## config.mk

```make
export PLATFORM = sky130hd
export DESIGN_NAME = msdf_serial_to_binary
export DESIGN_NICKNAME = d
export VERILOG_FILES = /design/src/rtl/msdf_pkg.sv /design/src/rtl/msdf_otf_reg.sv /design/src/rtl/msdf_serial_to_binary.sv
export SDC_FILE = /design/constraint.sdc
export NUM_CORES = 1
export LEC_CHECK = 0
export BUFFER_PORTS_ARGS = -buffer_cell sky130_fd_sc_hd__buf_2
export CELL_PAD_IN_SITES_DETAIL_PLACEMENT = 1
export CELL_PAD_IN_SITES_GLOBAL_PLACEMENT = 1
export CORE_ASPECT_RATIO = 0.9
export CORE_MARGIN = 1.5
export CORE_UTILIZATION = 48
export DETAILED_ROUTE_END_ITERATION = 10
export PLACE_DENSITY_LB_ADDON = 0.12
export SLEW_MARGIN = 20
export SYNTH_ARGS = -nofsm -noshare
export SYNTH_HDL_FRONTEND = slang
export SYNTH_HIERARCHICAL = 1
export SYNTH_SLANG_ARGS = --single-unit
```

## constraint.sdc

```tcl
create_clock -name i_clk -period 4.34 [get_ports i_clk]
set_input_delay 0.868 -clock i_clk [delete_from_list [all_inputs] [get_ports i_clk]]
set_output_delay 0.868 -clock i_clk [all_outputs]
set_load 0.01 [all_outputs]
```

## src/rtl/msdf_pkg.sv

```systemverilog
// Shared definitions for the MSDF serial-to-binary sink: digit encodings,
// FSM state encoding and a constant-evaluable clog2.
package msdf_pkg;

   localparam logic [1:0] DIGIT_POS = 2'b10;
   localparam logic [1:0] DIGIT_NEG = 2'b01;

   typedef enum logic [1:0] {
      ST_IDLE = 2'd0,
      ST_ACC  = 2'd1,
      ST_DONE = 2'd2
   } state_t;

   function automatic int unsigned clog2(input int unsigned v);
      int unsigned r;
      r = 0;
      for (int unsigned i = 0; i < 32; i++) begin
         if ((64'd1 << i) < 64'(v)) r = i + 1;
      end
      return r;
   endfunction

endpackage

```

## src/rtl/msdf_otf_reg.sv

```systemverilog
// On-the-fly conversion register pair: Q and QM = Q - 1, extended one digit
// per shift so the two's-complement value never needs a carry chain.
module msdf_otf_reg
   import msdf_pkg::*;
#(
   parameter int unsigned W = 65
) (
   input  logic         i_clk,
   input  logic         i_rstn,
   input  logic         i_clr,
   input  logic         i_init,
   input  logic         i_shift,
   input  logic [1:0]   i_digit,
   output logic [W-1:0] o_q_nxt
);

   logic [W-1:0] r_q;
   logic [W-1:0] r_qm;
   logic [W-1:0] w_bq;
   logic [W-1:0] w_bqm;
   logic [W-1:0] w_q_sh;
   logic [W-1:0] w_qm_sh;

   // A frame's first digit shifts into the empty pair (Q = 0, QM = -1).
   always_comb begin
      w_bq  = i_init ? '0 : r_q;
      w_bqm = i_init ? '1 : r_qm;
      case (i_digit)
         DIGIT_POS: begin
            w_q_sh  = {w_bq[W-2:0], 1'b1};
            w_qm_sh = {w_bq[W-2:0], 1'b0};
         end
         DIGIT_NEG: begin
            w_q_sh  = {w_bqm[W-2:0], 1'b1};
            w_qm_sh = {w_bqm[W-2:0], 1'b0};
         end
         default: begin
            w_q_sh  = {w_bq[W-2:0], 1'b0};
            w_qm_sh = {w_bqm[W-2:0], 1'b1};
         end
      endcase
   end

   always_ff @(posedge i_clk or negedge i_rstn) begin
      if (!i_rstn) begin
         r_q  <= '0;
         r_qm <= '1;
      end else if (i_clr) begin
         r_q  <= '0;
         r_qm <= '1;
      end else if (i_shift) begin
         r_q  <= w_q_sh;
         r_qm <= w_qm_sh;
      end
   end

   assign o_q_nxt = i_shift ? w_q_sh : r_q;

endmodule

```

## src/rtl/msdf_serial_to_binary.sv

```systemverilog
// MSDF signed-digit stream sink: accumulates one frame MSD-first and presents
// the two's-complement word, digit count and point position on a valid/ready port.
module msdf_serial_to_binary
   import msdf_pkg::*;
#(
   parameter  int unsigned ACCURATE_MAX = 64,
   localparam int unsigned W            = ACCURATE_MAX + 1,
   localparam int unsigned CW           = clog2(ACCURATE_MAX + 1)
) (
   input  logic          i_clk,
   input  logic          i_rstn,
   input  logic          i_mbus_wen,
   input  logic [1:0]    i_mbus_wdata,
   input  logic          i_mbus_wpoint,
   input  logic          i_mbus_wvalid,
   input  logic          i_mbus_wlast,
   output logic          o_mbus_wstop,
   output logic          o_mbus_wclr,
   input  logic          i_clr,
   output logic          o_res_valid,
   input  logic          i_res_ready,
   output logic [W-1:0]  o_res_data,
   output logic [CW-1:0] o_res_digits,
   output logic [CW-1:0] o_res_point,
   output logic          o_res_ovf
);

   state_t        r_state;
   state_t        w_state_nxt;

   logic [CW-1:0] r_cnt;
   logic [CW-1:0] r_pt;
   logic          r_pt_seen;
   logic          r_ovf;
   logic [W-1:0]  r_res_data;
   logic [CW-1:0] r_res_digits;
   logic [CW-1:0] r_res_point;
   logic          r_res_ovf;
   logic          r_wclr;

   logic          w_acc;
   logic          w_first;
   logic          w_ign;
   logic          w_shift;
   logic          w_close;
   logic          w_pt_take;
   logic [CW-1:0] w_cnt_base;
   logic [CW-1:0] w_cnt_nxt;
   logic [CW-1:0] w_pt_nxt;
   logic          w_pt_seen_nxt;
   logic          w_ovf_nxt;
   logic [W-1:0]  w_q_nxt;

   always_ff @(posedge i_clk or negedge i_rstn) begin
      if (!i_rstn) r_state <= ST_IDLE;
      else         r_state <= w_state_nxt;
   end

   // A new frame may open while DONE hands off, so DONE can loop to ACC or DONE.
   always_comb begin
      w_state_nxt = r_state;
      case (r_state)
         ST_IDLE: if (w_acc) w_state_nxt = i_mbus_wlast ? ST_DONE : ST_ACC;
         ST_ACC:  if (w_acc && i_mbus_wlast) w_state_nxt = ST_DONE;
         ST_DONE: if (i_res_ready) begin
            if (w_acc) w_state_nxt = i_mbus_wlast ? ST_DONE : ST_ACC;
            else       w_state_nxt = ST_IDLE;
         end
         default: w_state_nxt = ST_IDLE;
      endcase
      if (i_clr) w_state_nxt = ST_IDLE;
   end

   always_comb begin
      o_res_valid  = 1'b0;
      o_mbus_wstop = 1'b0;
      if (r_state == ST_DONE) begin
         o_res_valid  = 1'b1;
         o_mbus_wstop = ~i_res_ready;
      end
   end

   // Per-digit bookkeeping; the first digit of a frame restarts from zero.
   always_comb begin
      w_acc         = i_mbus_wen & i_mbus_wvalid & ~o_mbus_wstop;
      w_first       = w_acc & (r_state != ST_ACC);
      w_close       = w_acc & i_mbus_wlast;
      w_cnt_base    = w_first ? '0 : r_cnt;
      w_ign         = w_acc & (w_cnt_base == CW'(ACCURATE_MAX));
      w_shift       = w_acc & ~w_ign;
      w_cnt_nxt     = w_shift ? CW'(w_cnt_base + CW'(1)) : w_cnt_base;
      w_ovf_nxt     = (~w_first & r_ovf) | w_ign;
      w_pt_take     = w_acc & i_mbus_wpoint & (w_first | ~r_pt_seen);
      w_pt_seen_nxt = (~w_first & r_pt_seen) | w_pt_take;
      w_pt_nxt      = w_pt_take ? w_cnt_base : (w_first ? '0 : r_pt);
   end

   msdf_otf_reg #(.W(W)) u_otf (
      .i_clk   (i_clk),
      .i_rstn  (i_rstn),
      .i_clr   (i_clr),
      .i_init  (w_first),
      .i_shift (w_shift),
      .i_digit (i_mbus_wdata),
      .o_q_nxt (w_q_nxt)
   );

   always_ff @(posedge i_clk or negedge i_rstn) begin
      if (!i_rstn) begin
         r_cnt     <= '0;
         r_pt      <= '0;
         r_pt_seen <= 1'b0;
         r_ovf     <= 1'b0;
      end else if (i_clr) begin
         r_cnt     <= '0;
         r_pt      <= '0;
         r_pt_seen <= 1'b0;
         r_ovf     <= 1'b0;
      end else if (w_acc) begin
         r_cnt     <= w_cnt_nxt;
         r_pt      <= w_pt_nxt;
         r_pt_seen <= w_pt_seen_nxt;
         r_ovf     <= w_ovf_nxt;
      end
   end

   // Result snapshot taken on the frame-closing edge, including that digit.
   always_ff @(posedge i_clk or negedge i_rstn) begin
      if (!i_rstn) begin
         r_res_data   <= '0;
         r_res_digits <= '0;
         r_res_point  <= '0;
         r_res_ovf    <= 1'b0;
      end else if (i_clr) begin
         r_res_data   <= '0;
         r_res_digits <= '0;
         r_res_point  <= '0;
         r_res_ovf    <= 1'b0;
      end else if (w_close) begin
         r_res_data   <= w_q_nxt;
         r_res_digits <= w_cnt_nxt;
         r_res_point  <= w_pt_seen_nxt ? w_pt_nxt : w_cnt_nxt;
         r_res_ovf    <= w_ovf_nxt;
      end
   end

   always_ff @(posedge i_clk or negedge i_rstn) begin
      if (!i_rstn) r_wclr <= 1'b0;
      else         r_wclr <= i_clr;
   end

   assign o_mbus_wclr  = r_wclr;
   assign o_res_data   = r_res_data;
   assign o_res_digits = r_res_digits;
   assign o_res_point  = r_res_point;
   assign o_res_ovf    = r_res_ovf;

endmodule

```

Word-level counts from Yosys, hierarchy flattened
Cells that the tools add are included.
Word-level totals
  register bits: 228
  bits in writable memories: 0
  bits in latches: 0
  ROM bits: 0
  memories: 0
Operators by class
  add/sub/neg operators: 1
  $mul: 0
  eq/ne operators: 9
  order comparisons: 0
  div/mod/pow operators: 0
  muxes and demuxes: 38
  shifts and indexed selects: 0
  bitwise logic cells: 18
  reduce and logical (&&, ||, !) cells: 6
Operators by type and width (count)
  $mux 65: 4
  $mux 64: 4
  $pmux 65 s2: 1
  $pmux 64 s2: 1
  $mux 7: 13
  $mux 2: 6
  $and 1x1->1: 10
  $ne 3x3->1 const B: 3
  $mux 1: 8
  $add 7x1->7 const B: 1
  $eq 7x7->1 const B: 1
  $pmux 2 s3: 1
  $reduce_bool 2->1: 3
  $not 1->1: 5
  $eq 2x1->1 const B: 2
  $eq 2x2->1 const B: 2
  $or 1x1->1: 3
  $reduce_and 3->1: 1
  $logic_not 2->1: 1
  $ne 2x1->1 const B: 1
  $logic_and 1x1->1: 1

Longest topological paths before layout
  depth in word-level cells: 14
  mapped depth: 18

Modules after synthesis
Netlist, hierarchy kept.
Modules (own cells, without submodules)
  msdf_otf_reg: sequential area each 3308.2 µm², times used 1, area each 7798.7 µm², cells an instance 750
  msdf_serial_to_binary: sequential area each 2477.4 µm², times used 1, area each 4255.3 µm², cells an instance 462

Worst setup path before layout
Ideal clock, no wire load.
  path kind: input to register
  start: input i_res_ready
  end: register r_res_data[24] (netlist: o_res_data[24])
  stages on the path: 18
  buffers on the path: 2
  data required time: 4.262 ns
  arrival: 3.580 ns
  slack: 0.682 ns
  cell sequence: or3b_4 inv_2 nor2_2 nand2_1 inv_2 nor2b_1 inv_1 ha_1 or4b_4 nor3b_4 a21oi_2 buf_4 inv_2 clkbuf_1 a221oi_2 nor2_1 nand2_1 a21oi_1
On the way
  longest elaborated chain between the ends: 13
  elaborated cells between the ends (all ways): 18
RTL lines
  from (decl): line msdf_serial_to_binary.sv:21  | input logic i_res_ready,
  $not 1->1: line msdf_serial_to_binary.sv:79  | o_mbus_wstop = ~i_res_ready;
  $mux 1: line msdf_serial_to_binary.sv:77  | if (r_state == ST_DONE) begin
  net o_mbus_wstop: line msdf_serial_to_binary.sv:17  | output logic o_mbus_wstop,
  $not 1->1: line msdf_serial_to_binary.sv:85  | w_acc = i_mbus_wen & i_mbus_wvalid & ~o_mbus_wstop;
  $and 1x1->1: line msdf_serial_to_binary.sv:85
  $and 1x1->1: line msdf_serial_to_binary.sv:86  | w_first = w_acc & (r_state != ST_ACC);
  net w_first: line msdf_serial_to_binary.sv:42  | logic w_first;
  $mux 7: line msdf_serial_to_binary.sv:88  | w_cnt_base = w_first ? '0 : r_cnt;
  $eq 7x7->1: line msdf_serial_to_binary.sv:89  | w_ign = w_acc & (w_cnt_base == CW'(ACCURATE_MAX));
  $and 1x1->1: line msdf_serial_to_binary.sv:89
  $not 1->1: line msdf_serial_to_binary.sv:90  | w_shift = w_acc & ~w_ign;
  $and 1x1->1: line msdf_serial_to_binary.sv:90
  net w_shift: line msdf_serial_to_binary.sv:44  | logic w_shift;
  $mux 65: line msdf_otf_reg.sv:57  | assign o_q_nxt = i_shift ? w_q_sh : r_q;
  net w_q_nxt[24]: line msdf_serial_to_binary.sv:52  | logic [W-1:0] w_q_nxt;
  $mux 65: line msdf_serial_to_binary.sv:139  | end else if (w_close) begin
  $mux 65: line msdf_serial_to_binary.sv:134  | end else if (i_clr) begin
  to (signal assigned): line msdf_serial_to_binary.sv:140  | r_res_data <= w_q_nxt;
  to (decl): line msdf_serial_to_binary.sv:35  | logic [W-1:0] r_res_data;
The timed path passes the listed nets, and every way through them passes these cells. The select of a mux whose other input is x is not followed.
A chain may end at the register's enable or synchronous reset.

Worst setup path in the final report
  start: register r_state[1]
  end: register u_otf.r_qm[26]
On the way
  longest elaborated chain between the ends: 11
  elaborated cells between the ends (all ways): 17
RTL lines
  from (decl): line msdf_serial_to_binary.sv:28  | state_t r_state;
  from (signal assigned): line msdf_serial_to_binary.sv:56  | else r_state <= w_state_nxt;
  $eq 2x2->1: line msdf_serial_to_binary.sv:77
  $mux 1: line msdf_serial_to_binary.sv:77
  $not 1->1: line msdf_serial_to_binary.sv:85
  $and 1x1->1: line msdf_serial_to_binary.sv:85
  $and 1x1->1 (*): line msdf_serial_to_binary.sv:86
  net w_first: line msdf_serial_to_binary.sv:42
  $mux 7 (*): line msdf_serial_to_binary.sv:88
  $eq 7x7->1 (*): line msdf_serial_to_binary.sv:89
  $and 1x1->1 (*): line msdf_serial_to_binary.sv:89
  $not 1->1 (*): line msdf_serial_to_binary.sv:90
  $and 1x1->1 (*): line msdf_serial_to_binary.sv:90
  net w_shift: line msdf_serial_to_binary.sv:44
  $reduce_bool 2->1 (no source line) (*)
  to (signal assigned): line msdf_otf_reg.sv:53  | r_qm <= w_qm_sh;
  to (decl): line msdf_otf_reg.sv:18  | logic [W-1:0] r_qm;
Mark *: on every way through the listed nets, which the timed path passes. The rest lies on a longest branch. The select of a mux whose other input is x is not followed.

==> summary.txt <==
fin crit period -> 3.56 ns
DP HPWL -> 19.2 mm
Die ar. -> 26100 um^2
status -> completed
Clock Sinks -> 228
synthesized instance count -> 1212
final slew viol count -> 0
via/cell ratio -> 6.20
Mean Syn Cell Area -> 9.95 um^2
CTS tree -> built
first-pass GRT wire length -> 54.0 mm
total CTS buffers -> 26
clock skew -> 0.0111 ns
diode count -> 0
largest net degree at the start of global routing -> 140
drt pass-1 iters -> 6
mean routed wirelength per cell -> 20.4 um
Placed Cells -> 1547
Max-slew headroom -> 0.299
die height -> 153 um
FP Rows -> 54
Residual DRC -> 0
most common cell after layout, fill and taps aside -> dfrtp_1
Max Cap Viol -> 0
Leakage -> 0.00570 uW
RSZ-0062 raised after global routing -> no
postcts setup bufs -> 0
cts repair resizes -> 0
Final TNS setup -> 0 ns
antenna violation net count after detailed routing -> 0
Post-DP Area -> 12600 um^2
mapped cell area -> 12100 um^2
worst-case clock buffer depth -> 3
Hold Path Class -> in -> async
Fin. Hold Viols -> 0
routed wire length -> 32.5 mm
total core area -> 24500 um^2
initial antenna violation count -> 0
number of DRC markers in iteration 0 -> 636
Starting Density -> 0.493
Slew @ Worst Pin -> 1.05 ns
Clk Tree Root Cell -> clkbuf_16
port buffer count -> 92
synth unique cells -> 64
clock latency on the worst-skew pair -> 0.53 ns
Tcrit/Tclk final -> 0.820
CP Max Fanout -> 63
RD Place Congestion -> 0.808
Seq/Total Area, Yosys -> 0.480
pre-CTS WS -> 0.365 ns
R2R cell count -> 15
CP arrival -> 4.02 ns
Post-CTS Hold Buffers -> 0
fin nets -> 1253
DIE WIDTH -> 170 um
Setup CP Type -> reg -> reg
Crit path required time -> 4.80 ns
area delta synth->final -> 11.5%
number of synthesized flops with an enable pin -> 0
pwr/cell area -> 398 nW/um^2
grt total ovfl -> 0
H-tree lvl count -> 1
number of synthesized register bits -> 228
vias in the first global route -> 10200
Post-synth ARST share -> 1.00
layout cells sized above 1 -> 0.277
Final Instance Area -> 13400 um^2
syn nets -> 1226
post-route insts no fill -> 1595
Startpoint Class -> flip-flop
Final setup viols -> 0
CP Capture Type -> flip-flop
Most used DFF post-synth -> dfrtp_1
final worst setup slack -> 0.780 ns
yosys warns -> 6
Vias -> 9890
io pins -> 93
Achievable Freq -> 0.281 GHz
most frequent cells in the layout -> dfrtp_1, nand2_1, nor2_1
Total GRT Usage -> 0.252
clk slew on worst S/H paths -> 0.06 ns
worst IR drop on VDD -> 244 uV
==> Yosys cell counts (all sizes together), types with 6 or more instances <==
master | instances | share of area
a21oi | 75 | 0.031
a221oi | 64 | 0.067
a22o | 7 | 0.0051
buf | 53 | 0.028
clkbuf | 60 | 0.019
dfrtp | 164 | 0.34
dfstp | 64 | 0.14
dlymetal6s2s | 6 | 0.0062
inv | 9 | 0.0028
nand2 | 149 | 0.046
nand3 | 9 | 0.0037
nor2 | 148 | 0.047
nor2b | 8 | 0.0042
nor3 | 72 | 0.030
o211a | 62 | 0.051
o211ai | 6 | 0.0037
o21ai | 14 | 0.0058
o22a | 62 | 0.045
o32a | 62 | 0.052
or2 | 64 | 0.033
==> metrics by stage <==
step | util | hold slack, ns | total power, uW
detailed placement | 0.516 | 0.476 | 3270
floorplan | - | 0.461 | 3030
global placement | 0.516 | 0.467 | 3240
CTS | 0.549 | 0.489 | 5400
global route | 0.549 | 0.525 | 5570
finish | 0.549 | 0.375 | 5350
==> final timing paths <==
kind / to / slack [ns] / from
setup reg to reg: u_otf/r_qm[26] / 0.78 / r_state[1]
hold reg to reg: o_res_point[4] / 0.48 / o_res_point[4]
max in group asynchronous: u_otf/r_qm[30] / 2.81 / i_rstn
setup / recovery: u_otf/r_qm[26] / 0.78 / r_state[1]
min in group i_clk: o_res_point[4] / 0.48 / o_res_point[4]
hold / removal: u_otf/r_q[57] / 0.37 / i_rstn
==> worst max-delay path, cell delays in order, from the launching register on <==
cell	delay, ns
dfrtp_1	0.43
or3b_4	0.30
inv_2	0.05
nor2_2	0.14
nand2_1	0.12
clkinv_2	0.10
nor2b_1	0.06
inv_1	0.05
ha_1	0.12
or4b_4	0.46
nor3b_4	0.35
a21oi_4	0.14
or2_2	0.34
buf_4	0.35
o32a_1	0.28
o211a_1	0.14
==> logic make-up after synthesis <==
| group | after synthesis | synth area share |
|---|---|---|
| buffers and inverters | 130 | 0.0569 |
| AND/OR/NAND/NOR | 469 | 0.177 |
| flip-flops | 228 | 0.480 |
| multiplexers | 2 | 0.00197 |
| XOR/XNOR | 5 | 0.00363 |
| adder cells (fa/ha/maj) | 4 | 0.00415 |
| AO/OA/AOI/OAI | 374 | 0.276 |
==> registers in the layout, summed over array words and instances, names as in the netlist <==
| name | count |
|---|---|
| u_otf/r_q | 65 |
| r_pt | 7 |
| r_cnt | 7 |
| r_pt_seen | 1 |
| o_res_point | 7 |
| o_res_data | 65 |
| o_res_ovf | 1 |
| o_mbus_wclr | 1 |
| r_ovf | 1 |
| o_res_digits | 7 |
| r_state | 2 |
| u_otf/r_qm | 64 |
==> power by group <==
group / internal (uW) / leakage [uW] / total [uW] / switching (uW)
Combinational: 329 / 0.00238 / 804 / 475
Clock: 1220 / 0.000409 / 2110 / 884
Sequential: 2310 / 0.00292 / 2440 / 133
==> per-layer routing <==
metal | track usage | vias to the layer above | wire (um)
met5 | 0 | - | 0
met4 | 0.0598 | 0 | 643
met3 | 0.0274 | 49 | 910
met2 | 0.415 | 181 | 15400
met1 | 0.355 | 5130 | 15600
li1 | - | 4530 | -
==> layout make-up <==
type,count,area (um^2)
well taps,336,420
clock buffers,40,774
clock inverters,8,40.0
fillers,2747,11000
flip-flops and latches,228,5790
inverters,9,35.0
repair buffers,120,746
multi-input cells,854,5640
No activity file was read; power rests on OpenSTA's default activity.
